`config.mk`:
```
export PLATFORM = sky130hd
export DESIGN_NAME = traffic_light_controller
export DESIGN_NICKNAME = d
export VERILOG_FILES = /design/src/rtl/traffic_light_controller_pkg.sv /design/src/rtl/traffic_light_controller_time_parameters.sv /design/src/rtl/traffic_light_controller.sv
export SDC_FILE = /design/constraint.sdc
export NUM_CORES = 1
export LEC_CHECK = 0
export BUFFER_PORTS_ARGS = -buffer_cell sky130_fd_sc_hd__buf_2
export CORE_MARGIN = 5
export CORE_UTILIZATION = 53
export CTS_CLUSTER_DIAMETER = 200
export DETAILED_ROUTE_END_ITERATION = 7
export HOLD_SLACK_MARGIN = 0.1
export PLACE_DENSITY = 0.77
export RECOVER_POWER = 100
export SETUP_SLACK_MARGIN = 0.4
export SYNTH_ARGS = -nofsm -noshare
export SYNTH_HDL_FRONTEND = slang
export SYNTH_SLANG_ARGS = --single-unit
```
`constraint.sdc`:
```
create_clock -name clock -period 1.8 [get_ports clock]
set_input_delay 0.36 -clock clock [delete_from_list [all_inputs] [get_ports clock]]
set_output_delay 0.36 -clock clock [all_outputs]
set_load 0.05 [all_outputs]
```
`src/rtl/traffic_light_controller_pkg.sv`:
```
// Shared types and constants for the intersection controller.
package traffic_light_controller_pkg;

    typedef enum logic [2:0] {
        MAIN_GRN = 3'd0,
        MAIN_EXT = 3'd1,
        MAIN_YEL = 3'd2,
        WALK     = 3'd3,
        SIDE_GRN = 3'd4,
        SIDE_EXT = 3'd5,
        SIDE_YEL = 3'd6
    } state_t;

    localparam logic [1:0] PARAM_BASE = 2'b00;
    localparam logic [1:0] PARAM_EXT  = 2'b01;
    localparam logic [1:0] PARAM_YEL  = 2'b10;

    localparam logic [2:0] RED = 3'b100;
    localparam logic [2:0] YEL = 3'b010;
    localparam logic [2:0] GRN = 3'b001;

    localparam logic [3:0] T_BASE_DEF = 4'd6;
    localparam logic [3:0] T_EXT_DEF  = 4'd3;
    localparam logic [3:0] T_YEL_DEF  = 4'd2;

    // Main-street lamp for a phase; red whenever side or walk owns the junction.
    function automatic logic [2:0] main_lamp(input state_t s);
        case (s)
            MAIN_GRN, MAIN_EXT: main_lamp = GRN;
            MAIN_YEL:           main_lamp = YEL;
            default:            main_lamp = RED;
        endcase
    endfunction

    // Side-street lamp for a phase.
    function automatic logic [2:0] side_lamp(input state_t s);
        case (s)
            SIDE_GRN, SIDE_EXT: side_lamp = GRN;
            SIDE_YEL:           side_lamp = YEL;
            default:            side_lamp = RED;
        endcase
    endfunction

endpackage

```
`src/rtl/traffic_light_controller_time_parameters.sv`:
```
// Programmable interval registers and per-phase interval lookup.
module time_parameters
    import traffic_light_controller_pkg::*;
#(
    parameter logic [3:0] T_BASE_DEFAULT = T_BASE_DEF,
    parameter logic [3:0] T_EXT_DEFAULT  = T_EXT_DEF,
    parameter logic [3:0] T_YEL_DEFAULT  = T_YEL_DEF
) (
    input  logic       clock,
    input  logic       reset,
    input  logic       i_reprogram,
    input  logic [1:0] i_selector,
    input  logic [3:0] i_time_value,
    input  state_t     i_state,
    output logic [3:0] o_interval
);

    logic [3:0] r_t_base;
    logic [3:0] r_t_ext;
    logic [3:0] r_t_yel;
    logic [3:0] w_value;

    // A zero interval would never expire cleanly, so it is stored as one second.
    assign w_value = (i_time_value == 4'd0) ? 4'd1 : i_time_value;

    // Parameter write; selector 11 is a no-op.
    always_ff @(posedge clock) begin
        if (reset) begin
            r_t_base <= T_BASE_DEFAULT;
            r_t_ext  <= T_EXT_DEFAULT;
            r_t_yel  <= T_YEL_DEFAULT;
        end else if (i_reprogram) begin
            case (i_selector)
                PARAM_BASE: r_t_base <= w_value;
                PARAM_EXT:  r_t_ext  <= w_value;
                PARAM_YEL:  r_t_yel  <= w_value;
                default:    ;
            endcase
        end
    end

    // Interval for the requested phase.
    always_comb begin
        case (i_state)
            MAIN_GRN, SIDE_GRN:       o_interval = r_t_base;
            MAIN_EXT, SIDE_EXT, WALK: o_interval = r_t_ext;
            default:                  o_interval = r_t_yel;
        endcase
    end

endmodule

```
`src/rtl/traffic_light_controller.sv`:
```
// Intersection sequencer: phase FSM, walk latch, lamp decode, Timer handshake.
module traffic_light_controller
    import traffic_light_controller_pkg::*;
#(
    parameter logic [3:0] T_BASE_DEFAULT = 4'd6,
    parameter logic [3:0] T_EXT_DEFAULT  = 4'd3,
    parameter logic [3:0] T_YEL_DEFAULT  = 4'd2
) (
    input  logic       clock,
    input  logic       reset,
    input  logic       sensor,
    input  logic       walk_request,
    input  logic       reprogram,
    input  logic [1:0] time_param_selector,
    input  logic [3:0] time_value,
    input  logic       expired,
    output logic [3:0] value,
    output logic       start_timer,
    output logic [2:0] main_light,
    output logic [2:0] side_light,
    output logic       walk_light
);

    state_t     r_state;
    logic       r_restart;
    logic       r_walk_pending;
    logic [3:0] r_value;
    logic       r_start_timer;
    logic [2:0] r_main_light;
    logic [2:0] r_side_light;
    logic       r_walk_light;

    state_t     w_next_state;
    state_t     w_req_state;
    logic [3:0] w_interval;
    logic       w_advance;

    // A restart always reloads the base green; otherwise look up the next phase.
    assign w_req_state = r_restart ? MAIN_GRN : w_next_state;
    // expired coinciding with our own load strobe is stale and ignored.
    assign w_advance   = expired && !r_start_timer;

    time_parameters #(
        .T_BASE_DEFAULT (T_BASE_DEFAULT),
        .T_EXT_DEFAULT  (T_EXT_DEFAULT),
        .T_YEL_DEFAULT  (T_YEL_DEFAULT)
    ) u_time_parameters (
        .clock        (clock),
        .reset        (reset),
        .i_reprogram  (reprogram),
        .i_selector   (time_param_selector),
        .i_time_value (time_value),
        .i_state      (w_req_state),
        .o_interval   (w_interval)
    );

    // Next phase taken on expiry; sensor and walk are only looked at here.
    always_comb begin
        w_next_state = r_state;
        case (r_state)
            MAIN_GRN: w_next_state = sensor ? MAIN_EXT : MAIN_YEL;
            MAIN_EXT: w_next_state = MAIN_YEL;
            MAIN_YEL: w_next_state = (r_walk_pending || walk_request) ? WALK : SIDE_GRN;
            WALK:     w_next_state = SIDE_GRN;
            SIDE_GRN: w_next_state = sensor ? SIDE_EXT : SIDE_YEL;
            SIDE_EXT: w_next_state = SIDE_YEL;
            SIDE_YEL: w_next_state = MAIN_GRN;
            default:  w_next_state = MAIN_GRN;
        endcase
    end

    // Phase register, walk latch and registered outputs.
    always_ff @(posedge clock) begin
        if (reset) begin
            r_state        <= MAIN_GRN;
            r_restart      <= 1'b1;
            r_walk_pending <= 1'b0;
            r_value        <= T_BASE_DEFAULT;
            r_start_timer  <= 1'b0;
            r_main_light   <= GRN;
            r_side_light   <= RED;
            r_walk_light   <= 1'b0;
        end else begin
            r_start_timer <= 1'b0;
            if (walk_request && r_state != WALK)
                r_walk_pending <= 1'b1;
            if (reprogram) begin
                // Lamps hold until the restart strobe so they change with the timer load.
                r_state   <= MAIN_GRN;
                r_restart <= 1'b1;
            end else if (r_restart) begin
                r_restart     <= 1'b0;
                r_start_timer <= 1'b1;
                r_value       <= w_interval;
                r_main_light  <= main_lamp(MAIN_GRN);
                r_side_light  <= side_lamp(MAIN_GRN);
                r_walk_light  <= 1'b0;
            end else if (w_advance) begin
                r_state       <= w_next_state;
                r_start_timer <= 1'b1;
                r_value       <= w_interval;
                r_main_light  <= main_lamp(w_next_state);
                r_side_light  <= side_lamp(w_next_state);
                r_walk_light  <= (w_next_state == WALK);
                if (w_next_state == WALK)
                    r_walk_pending <= 1'b0;
            end
        end
    end

    assign value       = r_value;
    assign start_timer = r_start_timer;
    assign main_light  = r_main_light;
    assign side_light  = r_side_light;
    assign walk_light  = r_walk_light;

endmodule

```
==> impl_results.rst <==
.. list-table::
   :header-rows: 1

   * - Metric
     - Value
   * - Arrival time worst endpoint
     - 1.82 ns
   * - Height of the chip
     - 58.3 microns
   * - Max Cap Viol
     - 0
   * - Initial Util
     - 0.560
   * - Placed Cells incl. Taps
     - 184
   * - Worst Setup Start Kind
     - flop
   * - Post-synthesis net count
     - 149
   * - Dominant register cell in the synthesized netlist
     - sky130_fd_sc_hd__dfxtp_1
   * - Via count of the routed design
     - 1,159
   * - Setup repair after global routing missed its margin
     - yes
   * - Floorplan Core Area
     - 2210 sq um
   * - Biggest fanout along the worst timing path
     - 7
   * - Post-route ant nets
     - 0
   * - Relative contribution of combinational cells to total power
     - 0.122
   * - Final critical-path share of the clock period
     - 0.859
   * - Standby leakage power
     - 0.573 nW
   * - Total overflow reported by the global router
     - 0
   * - Routed length per placed instance
     - 15.0 microns
   * - Slowest stage delay, CP
     - 0.48 ns
   * - Yosys reg bits
     - 29
   * - Hold crit path type
     - input pin to flop
   * - Crit end category
     - flop
   * - Reg power frac
     - 0.544
   * - Final HPWL from detailed placement
     - 2000 microns
   * - Final #Nets
     - 183
   * - CP required
     - 2.08 ns
   * - Clock tree from TritonCTS
     - done
   * - Sequential fraction of the synthesis area
     - 0.469
   * - GRT Resource Usage Total
     - 0.180
   * - Number of design-rule violations left by the first detailed-router iteration
     - 17
   * - Transition time of the tightest slew-check pin
     - 0.796 ns
   * - Worst Clk Skew
     - 0.0113 ns
   * - Width of the chip
     - 58.3 microns
   * - Maximum operating frequency
     - 647 MHz
   * - CP top delay family
     - simple AND/OR/NAND/NOR gates
   * - Cell type with the largest total area after synthesis
     - sky130_fd_sc_hd__dfxtp_1
   * - Hold Violations, Final
     - 0
   * - Number of global-route vias before repair
     - 1,076
   * - Placed cell areas
     - 1380 sq um
   * - Library cell used as clock root buffer
     - sky130_fd_sc_hd__clkbuf_4
   * - Clock power frac
     - 0.334
   * - Post-DR vias/cell
     - 5.80
   * - Distinct cell type count after synthesis
     - 33
   * - # IOs
     - 24
   * - Quantity of I/O buffers inserted on ports
     - 23
   * - Count of standard-cell rows
     - 17
   * - EDFF count, synth
     - 0
   * - Number of buffers created by CTS
     - 5
   * - Top cells by area in the synthesized netlist
     - sky130_fd_sc_hd__dfxtp_1 47%, sky130_fd_sc_hd__nor2_1 6.1%, sky130_fd_sc_hd__a21oi_1 4.8%
   * - Source-to-sink clock delay at the later pin of the worst-skew pair
     - 0.33 ns
   * - Area enclosed by the die boundary
     - 3400 sq um
   * - Worst setup path category
     - flop to flop
   * - Async set or reset register ratio after synthesis
     - 0
   * - Top cell types by occurrence after synthesis
     - 29 x sky130_fd_sc_hd__dfxtp_1, 20 x sky130_fd_sc_hd__nor2_1, 12 x sky130_fd_sc_hd__a21oi_1
   * - Detailed-router iteration count before antenna repair
     - 4
   * - Number of max-slew violations in the final report
     - 0
   * - Total clock sinks
     - 29
   * - Switching Power
     - 0.326 mW
   * - Setup Viol. Count Final
     - 0
   * - Ordered list of cells on the worst path
     - inv_1, a21o_4, or4_1, a21oi_1
   * - Post-Synthesis Cells
     - 137
   * - Shortest clock period the worst path allows after layout
     - 1.55 ns
   * - Buffer depth of the longest clock path
     - 2
   * - Maximum number of pins on one net before global-route repair
     - 25
   * - Sw Ratio
     - 0.263
   * - Cell internal pwr
     - 0.913 mW
   * - Netlist area before placement
     - 1240 sq um
   * - Synthesis-to-finish area growth
     - 21.0%
   * - Power density over the cells
     - 827 nW/um^2
   * - Run status
     - complete, no violations
   * - CTS H-tree lvls
     - 2
   * - Clock edge transition at the registers on the reported setup and hold paths
     - 0.10 ns
   * - Final design area excluding fillers
     - 1500 sq um
   * - Global-route wire length before repair
     - 4570 microns
   * - Routability Congestion
     - 0.868
   * - Setup TNS
     - 0 ns
   * - Sum of buffers and inverters on the critical path
     - 1
   * - N_diodes
     - 0
   * - Syn. warnings
     - 0
   * - Peak supply drop
     - 538 uV
   * - Headroom to the max-slew limit
     - 0.468
   * - Number of antenna violations at the first check in global routing
     - 0
   * - CP max-delay cell
     - sky130_fd_sc_hd__or4_1
   * - Total wire length after detailed routing
     - 3010 microns
   * - Fraction of layout instances using a drive strength above 1
     - 0.215
   * - Post-layout total power
     - 1.24 mW
   * - Share of the synthesized area in the top cell type
     - 0.469
   * - Most used standard cell by instance count after synthesis
     - sky130_fd_sc_hd__dfxtp_1
   * - Final standard cell count with taps included and fillers excluded
     - 200
   * - Syn Area/Cell
     - 9.04 sq um
   * - Post-route DRC
     - 0
==> power by group through the flow <==
stage	clock network, mW	registers [mW]	logic (mW)
floorplan	0	0.703	0.0830
global placement	0	0.689	0.131
detailed placement	0	0.690	0.134
CTS	0.421	0.674	0.144
global route	0.454	0.677	0.164
finish	0.414	0.675	0.151
==> layout by cell type, fill, tap and decap left out, types with 3 or more instances in the layout <==
cell type | Yosys | final
sky130_fd_sc_hd__nor3_1 | 4 | 3
sky130_fd_sc_hd__buf_4 | 0 | 5
sky130_fd_sc_hd__a211o_1 | 5 | 5
sky130_fd_sc_hd__clkbuf_4 | 0 | 6
sky130_fd_sc_hd__mux2i_1 | 4 | 4
sky130_fd_sc_hd__a211oi_1 | 3 | 3
sky130_fd_sc_hd__clkbuf_1 | 4 | 18
sky130_fd_sc_hd__dfxtp_1 | 29 | 25
sky130_fd_sc_hd__nor2b_1 | 4 | 3
sky130_fd_sc_hd__nand2_1 | 6 | 6
sky130_fd_sc_hd__nor2_1 | 20 | 20
sky130_fd_sc_hd__inv_1 | 6 | 6
sky130_fd_sc_hd__buf_2 | 0 | 10
sky130_fd_sc_hd__nand3b_1 | 4 | 4
sky130_fd_sc_hd__or3_1 | 4 | 4
sky130_fd_sc_hd__a21oi_1 | 12 | 12
==> cell type report <==
cell class,count,area [sq um]
sequential,29,591
inverter,6,22.5
clock buffer,8,58.8
timing repair buffer,32,155
tap,28,35.0
multi-input combinational,97,637
fill,194,713
==> state kept, by name, indices dropped and copies added, names as in the netlist <==
name and flops:
u_time_parameters.r_t_base 4, u_time_parameters.r_t_ext 4, u_time_parameters.r_t_yel 4, value 4, main_light 3, r_state 3
side_light 3, r_restart 1, r_walk_pending 1, start_timer 1, walk_light 1
==> worst reg2reg max path, cell delays in order, from the launching register on <==
cell and delay, ns:
sky130_fd_sc_hd__dfxtp_1 0.47, sky130_fd_sc_hd__inv_1 0.14, sky130_fd_sc_hd__a21o_4 0.26, sky130_fd_sc_hd__or4_1 0.48, sky130_fd_sc_hd__a21oi_1 0.13
==> through the flow <==
| stage | util | hold WS [ns] | setup slack, ns |
|---|---|---|---|
| global placement | 0.624 | 0.439 | 0.233 |
| CTS | 0.674 | 0.214 | 0.381 |
| global route | 0.678 | 0.243 | 0.208 |
| finish | 0.678 | 0.253 | 0.254 |
| floorplan | - | 0.436 | 0.268 |
| detailed placement | 0.624 | 0.450 | 0.200 |
==> metal layers <==
metal  vias up  GRT usage  share of wire
li1        567          -              -
met1       539      0.198           0.41
met2        41      0.285           0.49
met3        12     0.0548          0.065
met4         0      0.146          0.034
met5         -          0              0
==> cells by family (layout without fill, tap and decap cells) <==
| logic type | Yosys count | after routing | share of synthesized area |
|---|---|---|---|
| flip-flops | 29 | 29 | 0.469 |
| AO/OA/AOI/OAI | 40 | 40 | 0.227 |
| buffers and inverters | 11 | 46 | 0.0394 |
| multiplexers | 4 | 4 | 0.0323 |
| AND/OR/NAND/NOR | 53 | 53 | 0.232 |
==> what timing repair did <==
item | 4_1_cts | 5_1_grt
gates resized for setup | 7 | 12
buffers inserted | 5 | 3
pin swaps | 3 | 3
setup endpoints to repair | 8 | 14
gates cloned | 0 | 0
hold buffers | 0 | 0
==> path summary, 6_finish.rpt <==
path	start	to	slack (ns)	cells past startpoint
setup / recovery	r_restart	side_light[1]	0.25	4
hold / removal	reset	start_timer	0.25	2
setup reg to reg	r_restart	side_light[1]	0.25	4
hold reg to reg	side_light[0]	side_light[0]	0.46	2
No activity file was read; power rests on OpenSTA's default activity.
